`config.mk`:
```
export PLATFORM = sky130hd
export DESIGN_NAME = vending_machine
export DESIGN_NICKNAME = d
export VERILOG_FILES = /design/src/rtl/vending_pkg.sv /design/src/rtl/vending_coin_value.sv /design/src/rtl/vending_machine.sv
export SDC_FILE = /design/constraint.sdc
export NUM_CORES = 1
export LEC_CHECK = 0
export ABC_AREA = 1
export BUFFER_PORTS_ARGS = -buffer_cell sky130_fd_sc_hd__buf_2
export CAP_MARGIN = 5
export CORE_AREA = 2 2 39 41
export DETAILED_ROUTE_END_ITERATION = 10
export DIE_AREA = 0 0 41 43
export SLEW_MARGIN = 20
export SYNTH_ARGS = -nofsm -noshare
export SYNTH_HDL_FRONTEND = slang
export SYNTH_SLANG_ARGS = --single-unit
export TNS_END_PERCENT = 10
```
`constraint.sdc`:
```
create_clock -name clk -period 6.3 [get_ports clk]
set_input_delay 1.89 -clock clk [delete_from_list [all_inputs] [get_ports clk]]
set_output_delay 1.89 -clock clk [all_outputs]
set_load 0.1 [all_outputs]
```
`src/rtl/vending_pkg.sv`:
```
// Shared encodings for the 25c vending machine: credit states, coin/change codes and price.
// All money is counted in nickels (5c units); helpers map between codes and nickel counts.
package vending_pkg;

    typedef enum logic [2:0] {
        IDLE        = 3'd0,
        FIVE        = 3'd1,
        TEN         = 3'd2,
        FIFTEEN     = 3'd3,
        TWENTY      = 3'd4,
        TWENTY_FIVE = 3'd5
    } state_e;

    typedef enum logic [2:0] {
        ZERO        = 3'd0,
        NICKEL      = 3'd1,
        DIME        = 3'd2,
        NICKEL_DIME = 3'd3,
        DIME_DIME   = 3'd4,
        QUARTER     = 3'd5
    } coin_e;

    localparam logic [3:0] PRICE_UNITS = 4'd5;

    // Credit held by a state, in nickels; reserved/unused encodings carry no credit.
    function automatic logic [3:0] state_credit(input state_e s);
        logic [3:0] units;
        units = 4'd0;
        case (s)
            FIVE:    units = 4'd1;
            TEN:     units = 4'd2;
            FIFTEEN: units = 4'd3;
            TWENTY:  units = 4'd4;
            default: units = 4'd0;
        endcase
        return units;
    endfunction

endpackage

```
`src/rtl/vending_coin_value.sv`:
```
// Maps a 3-bit coin code to its value in nickels; codes 0, 6 and 7 are worth nothing.
// Purely combinational, no flow control.
module vending_coin_value
    import vending_pkg::*;
(
    input  logic [2:0] coin_i,
    output logic [3:0] units_o
);

    always_comb begin
        units_o = 4'd0;
        case (coin_i)
            NICKEL:      units_o = 4'd1;
            DIME:        units_o = 4'd2;
            NICKEL_DIME: units_o = 4'd3;
            DIME_DIME:   units_o = 4'd4;
            QUARTER:     units_o = 4'd5;
            default:     units_o = 4'd0;
        endcase
    end

endmodule

```
`src/rtl/vending_machine.sv`:
```
// 25c vending FSM: accumulates coins, pulses product and returns change one cycle after the completing coin.
// Accepts a coin every cycle with no backpressure; reset discards the coin on the same edge.
module vending_machine
    import vending_pkg::*;
(
    input  logic       clk,
    input  logic       reset,
    input  logic [2:0] cin,
    output logic [2:0] change,
    output logic [2:0] current_state,
    output logic       product
);

    state_e     state_q, state_d;
    logic       product_q, product_d;
    logic [2:0] change_q, change_d;

    logic [3:0] coin_units;
    logic [3:0] total_units;

    vending_coin_value u_coin_value (
        .coin_i  (cin),
        .units_o (coin_units)
    );

    // Worst case is TWENTY + quarter = 9 nickels, so 4 bits never overflow.
    assign total_units = state_credit(state_q) + coin_units;

    always_comb begin
        state_d   = state_q;
        product_d = 1'b0;
        change_d  = ZERO;
        if (state_q > TWENTY) begin
            state_d = IDLE;
        end else if (total_units >= PRICE_UNITS) begin
            state_d   = IDLE;
            product_d = 1'b1;
            change_d  = 3'(total_units - PRICE_UNITS);
        end else begin
            state_d = state_e'(total_units[2:0]);
        end
    end

    always_ff @(posedge clk) begin
        if (reset) begin
            state_q   <= IDLE;
            product_q <= 1'b0;
            change_q  <= ZERO;
        end else begin
            state_q   <= state_d;
            product_q <= product_d;
            change_q  <= change_d;
        end
    end

    assign current_state = state_q;
    assign product       = product_q;
    assign change        = change_q;

endmodule

```
* After elaboration in Yosys (flattened, before gate mapping)
Index checks and enable logic that the tools add are counted.
** Word-level totals
- Output and inout bits :: 7
- Bits in read-only memories :: 0
- Bits in latches :: 0
- Bits in writable memories :: 0
- Bits in registers :: 7
- Input port bits :: 5
- Word-level logic and storage cells :: 23
- Memories kept :: 0
** Operators by class
- $mul :: 0
- Bitwise operators :: 1
- Div/mod/pow operators :: 0
- Muxes and demuxes :: 3
- Reduce and logical (&&, ||, !) cells :: 3
- Eq/ne operators :: 9
- Shifts and indexed selects :: 0
- $add $sub $neg :: 2
- Order comparisons :: 2
** Operator list (count)
- $pmux 3 s5 :: 1
- $eq 3x2->1 const B :: 4
- $pmux 3 s4 :: 1
- $eq 3x3->1 const B :: 3
- $eq 3x1->1 const B :: 2
- $reduce_or 3->1 :: 2
- $add 3x3->4 :: 1
- $ge 4x3->1 const B :: 1
- $gt 3x3->1 const B :: 1
- $sub 3x3->3 const B :: 1
- $reduce_or 2->1 :: 1
- $mux 1 :: 1
- $not 1->1 :: 1

* Longest topological paths before layout
Gate-level depths: netlist of run 1.
- Depth after elaboration :: 6
- Gate-level depth with buffers :: 12
- Depth with buffers taken out :: 12

* By module
A second synthesis of run 1 with hierarchy kept.
** Unflattened totals
- Cells, all modules :: 61
- Area total of the unflattened synthesis :: 460.4 um2
** Modules (own cells, without submodules)
- vending_machine :: instances 1, sequential area each 140.1 um2, area each 425.4 um2, cells an instance 53
- vending_coin_value :: instances 1, sequential area each 0.0 um2, area each 35.0 um2, cells an instance 8

* Worst setup path before layout of run 1
OpenSTA, ideal clock, no wires.
- Kind :: input-to-reg
- From :: input port cin[0]
- To :: register change_q[0] (netlist: change[0])
- Stages on the path :: 11
- Arrival time :: 3.261 ns
- Required time :: 6.187 ns
- Path slack :: 2.925 ns
- Buffers on the path :: 0
- Setup time :: 0.113 ns
- Cell sequence :: a21boi_0 > ha_1 > fa_1 > inv_1 > ha_1 > inv_1 > nand2_1 > nand3_2 > nand2_1 > nand2_2 > nor2_1
** Between the ends
- Longest elaborated chain between the ends :: 6
- Elaborated cells on any way between the ends :: 11
- Classes of those cells :: add/sub (2); order compare (1); eq/ne (5); mux (1); bitwise (1); reduce/logical (1)
** RTL lines
- start, declared :: RTL line vending_machine.sv:8 : input logic [2:0] cin,
- $eq 3x3->1 (tied with other cells) :: RTL line vending_coin_value.sv:12 : case (coin_i)
- $pmux 3 s5 (*) :: RTL line vending_coin_value.sv:12
- $add 3x3->4 (*) :: RTL line vending_machine.sv:27 : assign total_units = state_credit(state_q) + coin_units;
- net total_units[1] :: RTL line vending_machine.sv:19 : logic [3:0] total_units;
- $ge 4x3->1 (*) :: RTL line vending_machine.sv:35 : end else if (total_units >= PRICE_UNITS) begin
- $not 1->1 (no line) (*)
- $reduce_or 3->1 (no line) (*)
- end signal, assigned :: RTL line vending_machine.sv:52 : change_q <= change_d;
- end, declared :: RTL line vending_machine.sv:16 : logic [2:0] change_q, change_d;
The timed path passes the listed nets; every way through them passes the cells marked *.
A chain may end at the register's enable or synchronous reset.

* Worst setup path after layout of run 1
- From :: input port cin[0]
- To :: register change_q[2] (netlist: change[2])
** Between the ends
- Longest elaborated chain between the ends :: 6
- Elaborated cells on any way between the ends :: 11
- Classes of those cells :: add/sub (2); order compare (1); eq/ne (5); mux (1); bitwise (1); reduce/logical (1)
** RTL lines (RTL line)
- $eq 3x3->1 (tied with other cells) :: vending_coin_value.sv:12
- $pmux 3 s5 (*) :: vending_coin_value.sv:12
- $add 3x3->4 (*) :: vending_machine.sv:27
- net total_units[1] :: vending_machine.sv:19
- $ge 4x3->1 :: vending_machine.sv:35
- $not 1->1 (no line)
- $reduce_or 3->1 (no line)
Marked as above.

==> flow_summary.json, run 1 <==
{
  "die_h_um": 43,
  "cts.path.max_buffers": 2,
  "crit_arrival_ns": 3.51,
  "fmax_ghz": 0.301,
  "initial_utilization": 0.302,
  "syn_area_um2": 418,
  "drc": 0,
  "avgSynthCellArea_um2": 7.46,
  "setup.worst_path.end_class": "flip-flop",
  "die_w_um": 41,
  "critPathMaxStageDelay_ns": 0.48,
  "worstPathRequired_ns": 6.48,
  "finalSetupViolations": 0,
  "drt_iter0_markers": 1,
  "rr_worst_depth": 10,
  "worst_pin_slew_ns": 0.484,
  "postCtsResizedCells": 0,
  "hpwl_um": 631,
  "r2r_end": "change[2]",
  "drv_slew": 0,
  "hold_path_depth": 3,
  "clock_latency_ns": 0.25,
  "cp_cell_sequence": "buf_2 -> a21boi_0 -> ha_1 -> fa_1 -> inv_1 -> ha_1 -> nand2_1 -> nand3_2 -> nand2_1 -> nand2_2 -> nor2_1",
  "cap_viol_max_count": 0,
  "cts_made_buffers": 3,
  "synth_seq_cells": 7,
  "antenna_cells": 0,
  "cts_tree": "yes",
  "synthDistinctLibCells": 13,
  "fin_crit_sh": 0.528,
  "rsz0062_at_grt": "false",
  "drive_gt1_frac": 0.282,
  "path_buf_inv": 2,
  "crit_fanout": 4,
  "gp_congestion": 0.821,
  "avgViaCountPerCell": 4.20,
  "htree_levels": 1,
  "hold_buffers": 0,
  "dieArea_mm2": 0.00176,
  "r2r_slack_ns": 4.42,
  "gr-usage-all-layers": 0.0968,
  "grt_pass1_wl_um": 1160,
  "cts_setup_buffers": 0,
  "worstHoldEndpoint": "change[0]",
  "syn-num-nets": 67,
  "p_leak_nw": 0.306,
  "slew_headroom": 0.679,
  "rr_startpoint": "current_state[2]",
  "routed_wl_um": 718,
  "antenna_left": 0,
  "finalHoldViolCount": 0,
  "dr.pass1.iters": 2,
  "hold_path.startpoint": "current_state[2]",
  "grt_max_degree": 5,
  "start_kind": "input port",
  "peakVddDrop_v": 0.000250,
  "netlist_instances": 56,
  "grt-ovfl-total": 0,
  "area_growth_pct": 24.3,
  "root_buffer": "clkbuf_4",
  "worst_path_max_delay_cell": "fa_1",
  "status": "completed",
  "grt_pass1_vias": 322,
  "period_minus_slack_ns": 3.33,
  "wire_per_inst_um": 8.25,
  "fin_nets": 83,
  "portBuffers": 11,
  "path_clk_slew_ns": 0.05,
  "io_pins": 12,
  "cpLargestDelayFamily": "adder cells",
  "rows": 14,
  "hp-class": "reg -> reg",
  "clock_skew_ns": 0.00275,
  "fin_util": 0.375,
  "core-area_mm2": 0.00138,
  "finalSetupTns_ns": 0,
  "ys_seq_area_frac": 0.335,
  "critPathKind": "in -> reg",
  "dr_total_vias": 365,
  "powerDensity_mw_per_mm2": 431,
  "clock_sinks": 7,
  "antenna_found_initial": 0,
  "yosys_warnings": 0
}
-- per-stage QoR --
stage	power [mW]	worst slack, ns	instance area, µm²	cells	hold slack (ns)
floorplan	0.166	2.93	418	56	1.10
global placement	0.185	2.72	493	83	0.715
detailed placement	0.186	2.72	493	83	0.722
CTS	0.228	2.97	519	87	0.735
global route	0.241	2.85	519	87	0.783
finish	0.224	2.97	519	87	0.723
-- sequential cells by signal (all words and copies together), names as in the netlist --
signal / flops
product: 1
current_state: 3
change: 3
-- worst min-delay path, stage by stage (launching register included) --
cell and delay (ns):
dfxtp_1 0.33, nor2_1 0.11, ha_1 0.18, nor2_1 0.05
-- synth_stat cells --
library cell,instances,area [µm²]
ha_1,5,62.6
dfxtp_1,7,140
nor2_1,13,48.8
nand3_2,2,20.0
a21boi_0,1,7.51
nor2_2,1,6.26
fa_1,1,20.0
nand3b_1,1,7.51
nand2_2,3,18.8
or2_1,1,6.26
nand2_1,8,30.0
inv_1,12,45.0
nor3_1,1,5.00
-- placed cells by master (no fill, tap or decap) --
cell type  count
a21boi_0       1
buf_2         11
clkbuf_1       1
clkbuf_4       3
dfxtp_1        7
fa_1           1
ha_1           5
inv_1         12
nand2_1        8
nand2_2        3
nand3_2        2
nand3b_1       1
nor2_1        13
nor2_2         1
nor3_1         1
or2_1          1
-- layer usage --
metal / up-vias / share of wire / global-route usage
met5: - / 0 / 0
met1: 160 / 0.45 / 0.114
met2: 11 / 0.46 / 0.153
met3: 0 / 0.081 / 0.0471
met4: 0 / 0 / 0.0200
li1: 194 / - / -
-- power by group --
| group | internal, mW | switching, mW | leakage, nW |
|---|---|---|---|
| combinational | 0.0269 | 0.0993 | 0.234 |
| sequential | 0.0532 | 0.00432 | 0.0573 |
| clock | 0.0241 | 0.0159 | 0.0150 |
| total | 0.104 | 0.119 | 0.306 |
-- worst max-delay path by stage --
stage / cells after the start / slack (ns) / end / from
after global placement: 11 / 2.72 / change[1] / cin[0]
after detailed placement: 11 / 2.72 / change[1] / cin[0]
after floorplan: 11 / 2.93 / change[0] / cin[0]
after global routing: 11 / 2.85 / product / cin[2]
final: 11 / 2.97 / change[2] / cin[0]
after CTS: 11 / 2.97 / change[2] / cin[0]
-- cell type report --
class / count / area, µm²
repair buffers: 11 / 55.1
flip-flops and latches: 7 / 140
inverters: 12 / 45.0
well taps: 16 / 20.0
fillers: 152 / 865
multi-input cells: 37 / 233
clock buffers: 4 / 26.3
-- kinds of logic after synthesis --
group | Yosys count | share of synthesized area
buffers and inverters | 12 | 0.108
AND/OR/NAND/NOR | 30 | 0.341
AO/OA/AOI/OAI | 1 | 0.0180
adder cells (fa/ha/maj) | 6 | 0.198
flip-flops | 7 | 0.335
Power figures use the tool's default switching activity.
==> run 2: changes to the inputs <==
Clock period 6.3 ns to 2.9 ns, I/O delays scaled along.
==> flow_summary.json, run 2 (same netlist as run 1, synthesis figures left out) <==
{
  "fin_crit_sh": 0.809,
  "r2r_slack_ns": 1.02,
  "hold_path_depth": 3,
  "root_buffer": "clkbuf_4",
  "finish.instance_area_um2": 519,
  "cap_viol_max_count": 0,
  "powerDensity_mw_per_mm2": 925,
  "drc": 0,
  "portBuffers": 11,
  "grt-ovfl-total": 0,
  "fin_ws_ns": 0.553,
  "r2r_end": "change[2]",
  "rr_startpoint": "current_state[2]",
  "dr.pass1.iters": 3,
  "worstPathRequired_ns": 3.04,
  "hp-class": "reg -> reg",
  "mostFrequentLayoutCells": "nor2_1 (13), inv_1 (12), buf_2 (11), nand2_1 (8), dfxtp_1 (7)",
  "slew_headroom": 0.678,
  "avgViaCountPerCell": 4.02,
  "drv_slew": 0,
  "drt_iter0_markers": 4,
  "dieArea_mm2": 0.00176,
  "grt_pass1_vias": 300,
  "antenna_left": 0,
  "clock_sinks": 7,
  "cts.path.max_buffers": 2,
  "finalHoldViolCount": 0,
  "die_h_um": 43,
  "critPathKind": "in -> reg",
  "placed_area_um2": 493,
  "die_w_um": 41,
  "rr_worst_depth": 10,
  "fin_util": 0.375,
  "drive_gt1_frac": 0.282,
  "htree_levels": 1,
  "cts_made_buffers": 3,
  "finalSetupTns_ns": 0,
  "hold_buffers": 0,
  "clock_latency_ns": 0.24,
  "wire_per_inst_um": 7.55,
  "fmax_ghz": 0.426,
  "antenna_cells": 0,
  "clock_skew_ns": 0.00350,
  "worst_path_max_delay_cell": "fa_1",
  "area_growth_pct": 24.3,
  "status": "completed",
  "setup.worst_path.end_class": "flip-flop",
  "io_pins": 12,
  "cts_setup_buffers": 0,
  "dr_total_vias": 350,
  "hpwl_um": 558,
  "start_kind": "input port",
  "period_minus_slack_ns": 2.35,
  "peakVddDrop_v": 0.000561,
  "postCtsResizedCells": 0,
  "worstHoldEndpoint": "change[0]",
  "grt_max_degree": 5,
  "worst_pin_slew_ns": 0.486,
  "grt_pass1_wl_um": 1060,
  "place_ws_ns": 0.276,
  "crit_fanout": 4,
  "initial_utilization": 0.302,
  "final_common_cell": "nor2_1",
  "finalSetupViolations": 0,
  "rows": 14,
  "p_leak_nw": 0.306,
  "power_uw": 480,
  "fin_nets": 83,
  "crit_arrival_ns": 2.49,
  "routed_wl_um": 657,
  "gp_congestion": 0.768,
  "core-area_mm2": 0.00138,
  "gr-usage-all-layers": 0.0908,
  "antenna_found_initial": 0,
  "cts_tree": "yes",
  "path_clk_slew_ns": 0.05,
  "cp_cell_sequence": "buf_2 -> a21boi_0 -> ha_1 -> fa_1 -> inv_1 -> ha_1 -> nand2_1 -> nand3_2 -> nand2_1 -> nand2_2 -> nor2_1",
  "rsz0062_at_grt": "false",
  "critPathMaxStageDelay_ns": 0.43,
  "hold_path.startpoint": "current_state[2]"
}
[run 2: metrics by stage]
step / std cells / hold slack [ns]
after floorplan: 56 / 1.05
after global placement: 83 / 0.702
after detailed placement: 83 / 0.707
after CTS: 87 / 0.712
after global routing: 87 / 0.778
final: 87 / 0.710
[run 2: worst max path at each step]
stage / from / endpoint / slack [ns]
after detailed placement: cin[2] / change[0] / 0.28
after global placement: cin[2] / change[0] / 0.28
after global routing: cin[2] / change[1] / 0.42
after floorplan: current_state[2] / change[0] / 0.43
after CTS: cin[2] / change[0] / 0.54
final: cin[2] / change[2] / 0.55
[run 2: final cells by class]
cell class | count | area [µm²]
multi-input cells | 37 | 233
repair buffers | 11 | 55.1
inverters | 12 | 45.0
fillers | 144 | 865
flip-flops and latches | 7 | 140
clock buffers | 4 | 26.3
well taps | 16 | 20.0
[run 2: routing by layer]
layer,track usage,share of wire,up-vias
met5,0,0,-
met4,0.0400,0,0
met3,0.0471,0.075,0
met2,0.125,0.44,10
met1,0.114,0.49,145
li1,-,-,195
[run 2: where the power goes]
part	total [mW]	switching [mW]	internal, mW
Clock	0.0843	0.0320	0.0523
Combinational	0.271	0.213	0.0580
Sequential	0.125	0.00913	0.116
Total	0.480	0.255	0.226
[run 2: critical path, delay by kind of cell]
| family | cells | cell delay (ns) |
|---|---|---|
| buffers and inverters | 2 | 0.22 |
| and+or+nand+nor | 5 | 0.34 |
| AOI/OAI and AO/OA | 1 | 0.20 |
| adders and majority gates | 3 | 0.84 |
==> run 3: changes to the inputs <==
Clock period 2.9 ns to 2.3 ns, I/O delays scaled along.
==> flow_summary.json, run 3 (same netlist as run 1, synthesis figures left out) <==
{
  "cts.path.max_buffers": 2,
  "power_uw": 624,
  "placed_area_um2": 519,
  "crit_fanout": 4,
  "setup.worst_path.end_class": "flip-flop",
  "finalSetupViolations": 0,
  "wire_per_inst_um": 7.89,
  "finish.instance_area_um2": 546,
  "status": "completed",
  "dr.pass1.iters": 4,
  "cap_viol_max_count": 0,
  "dr_total_vias": 369,
  "fmax_ghz": 0.468,
  "final_cells": 90,
  "fin_util": 0.394,
  "dieArea_mm2": 0.00176,
  "die_w_um": 41,
  "fin_ws_ns": 0.162,
  "antenna_cells": 0,
  "io_pins": 12,
  "clock_sinks": 7,
  "crit_arrival_ns": 2.32,
  "drt_iter0_markers": 11,
  "place_inst": 86,
  "cts_made_buffers": 3,
  "initial_utilization": 0.302,
  "avgViaCountPerCell": 4.10,
  "cts_tree": "yes",
  "root_buffer": "clkbuf_4",
  "rsz0062_at_grt": "false",
  "fillerInstances": 143,
  "clock_latency_ns": 0.25,
  "start_kind": "input port",
  "p_leak_nw": 0.322,
  "period_minus_slack_ns": 2.14,
  "grt_pass1_wl_um": 1080,
  "slew_headroom": 0.680,
  "mostFrequentLayoutCells": "nor2_1 (13), inv_1 (12), buf_2 (11), nand2_1 (8), ha_1 (5)",
  "die_h_um": 43,
  "powerDensity_mw_per_mm2": 1140,
  "htree_levels": 1,
  "area_growth_pct": 30.5,
  "grt-ovfl-total": 0,
  "grt_pass1_vias": 310,
  "hp-class": "reg -> reg",
  "portBuffers": 11,
  "finalHoldViolCount": 0,
  "clock_skew_ns": 0.00517,
  "worstPathRequired_ns": 2.49,
  "fin_crit_sh": 0.930,
  "gr-usage-all-layers": 0.0958,
  "finalSetupTns_ns": 0,
  "path_clk_slew_ns": 0.05,
  "hold_buffers": 0,
  "routed_wl_um": 710,
  "critPathKind": "in -> reg",
  "drv_slew": 0,
  "fin_nets": 86,
  "core-area_mm2": 0.00138,
  "cts_setup_buffers": 0,
  "antenna_found_initial": 0,
  "postCtsResizedCells": 0,
  "gp_congestion": 0.738,
  "rows": 14,
  "peakVddDrop_v": 0.000648,
  "hold_slack_ns": 0.688,
  "drc": 0,
  "worst_pin_slew_ns": 0.483,
  "drive_gt1_frac": 0.351,
  "antenna_left": 0,
  "place_ws_ns": -0.102,
  "grt_max_degree": 5,
  "hpwl_um": 599,
  "final_common_cell": "nor2_1"
}
## run 3: cell count changes in the layout (fill, tap and decap cells not counted)
cell | previous run | this run
buf_4 | 0 | 3
dfxtp_1 | 7 | 4
dfxtp_2 | 0 | 3
## run 3: metal layers
metal,part of all wire,GRT usage,up-vias
met3,0.083,0.0785,2
li1,-,-,201
met4,0.017,0.0400,0
met2,0.46,0.150,12
met5,0,0,-
met1,0.44,0.0847,154
## run 3: path summary, 6_finish.rpt
path / from / endpoint / slack [ns] / cells after the start
worst max-delay path: cin[0] / change[2] / 0.16 / 11
worst min register to register: current_state[1] / current_state[0] / 0.69 / 5
worst min-delay path: current_state[1] / current_state[0] / 0.69 / 5
worst max register to register: current_state[0] / change[2] / 0.43 / 11
## run 3: layout make-up
| type | count | area [µm²] | area share |
|---|---|---|---|
| Clock buffer | 4 | 26.3 | 0.0482 |
| Inverter | 12 | 45.0 | 0.0826 |
| Multi-Input combinational cell | 37 | 233 | 0.427 |
| Sequential cell | 7 | 144 | 0.264 |
| Tap cell | 16 | 20.0 | 0.0367 |
| Timing Repair Buffer | 14 | 77.6 | 0.142 |
## run 3: power breakdown
part,switching (mW),leakage [nW],internal [mW]
logic,0.272,0.248,0.0816
registers,0.0119,0.0585,0.148
clock network,0.0439,0.0150,0.0661
## run 3: critical path, cell delays in order
cell      delay, ns
buf_2          0.09
a21boi_0       0.12
ha_1           0.23
fa_1           0.48
inv_1          0.07
ha_1           0.23
nand2_1        0.08
nand3_2        0.09
nand2_1        0.08
nand2_2        0.07
nor2_1         0.09
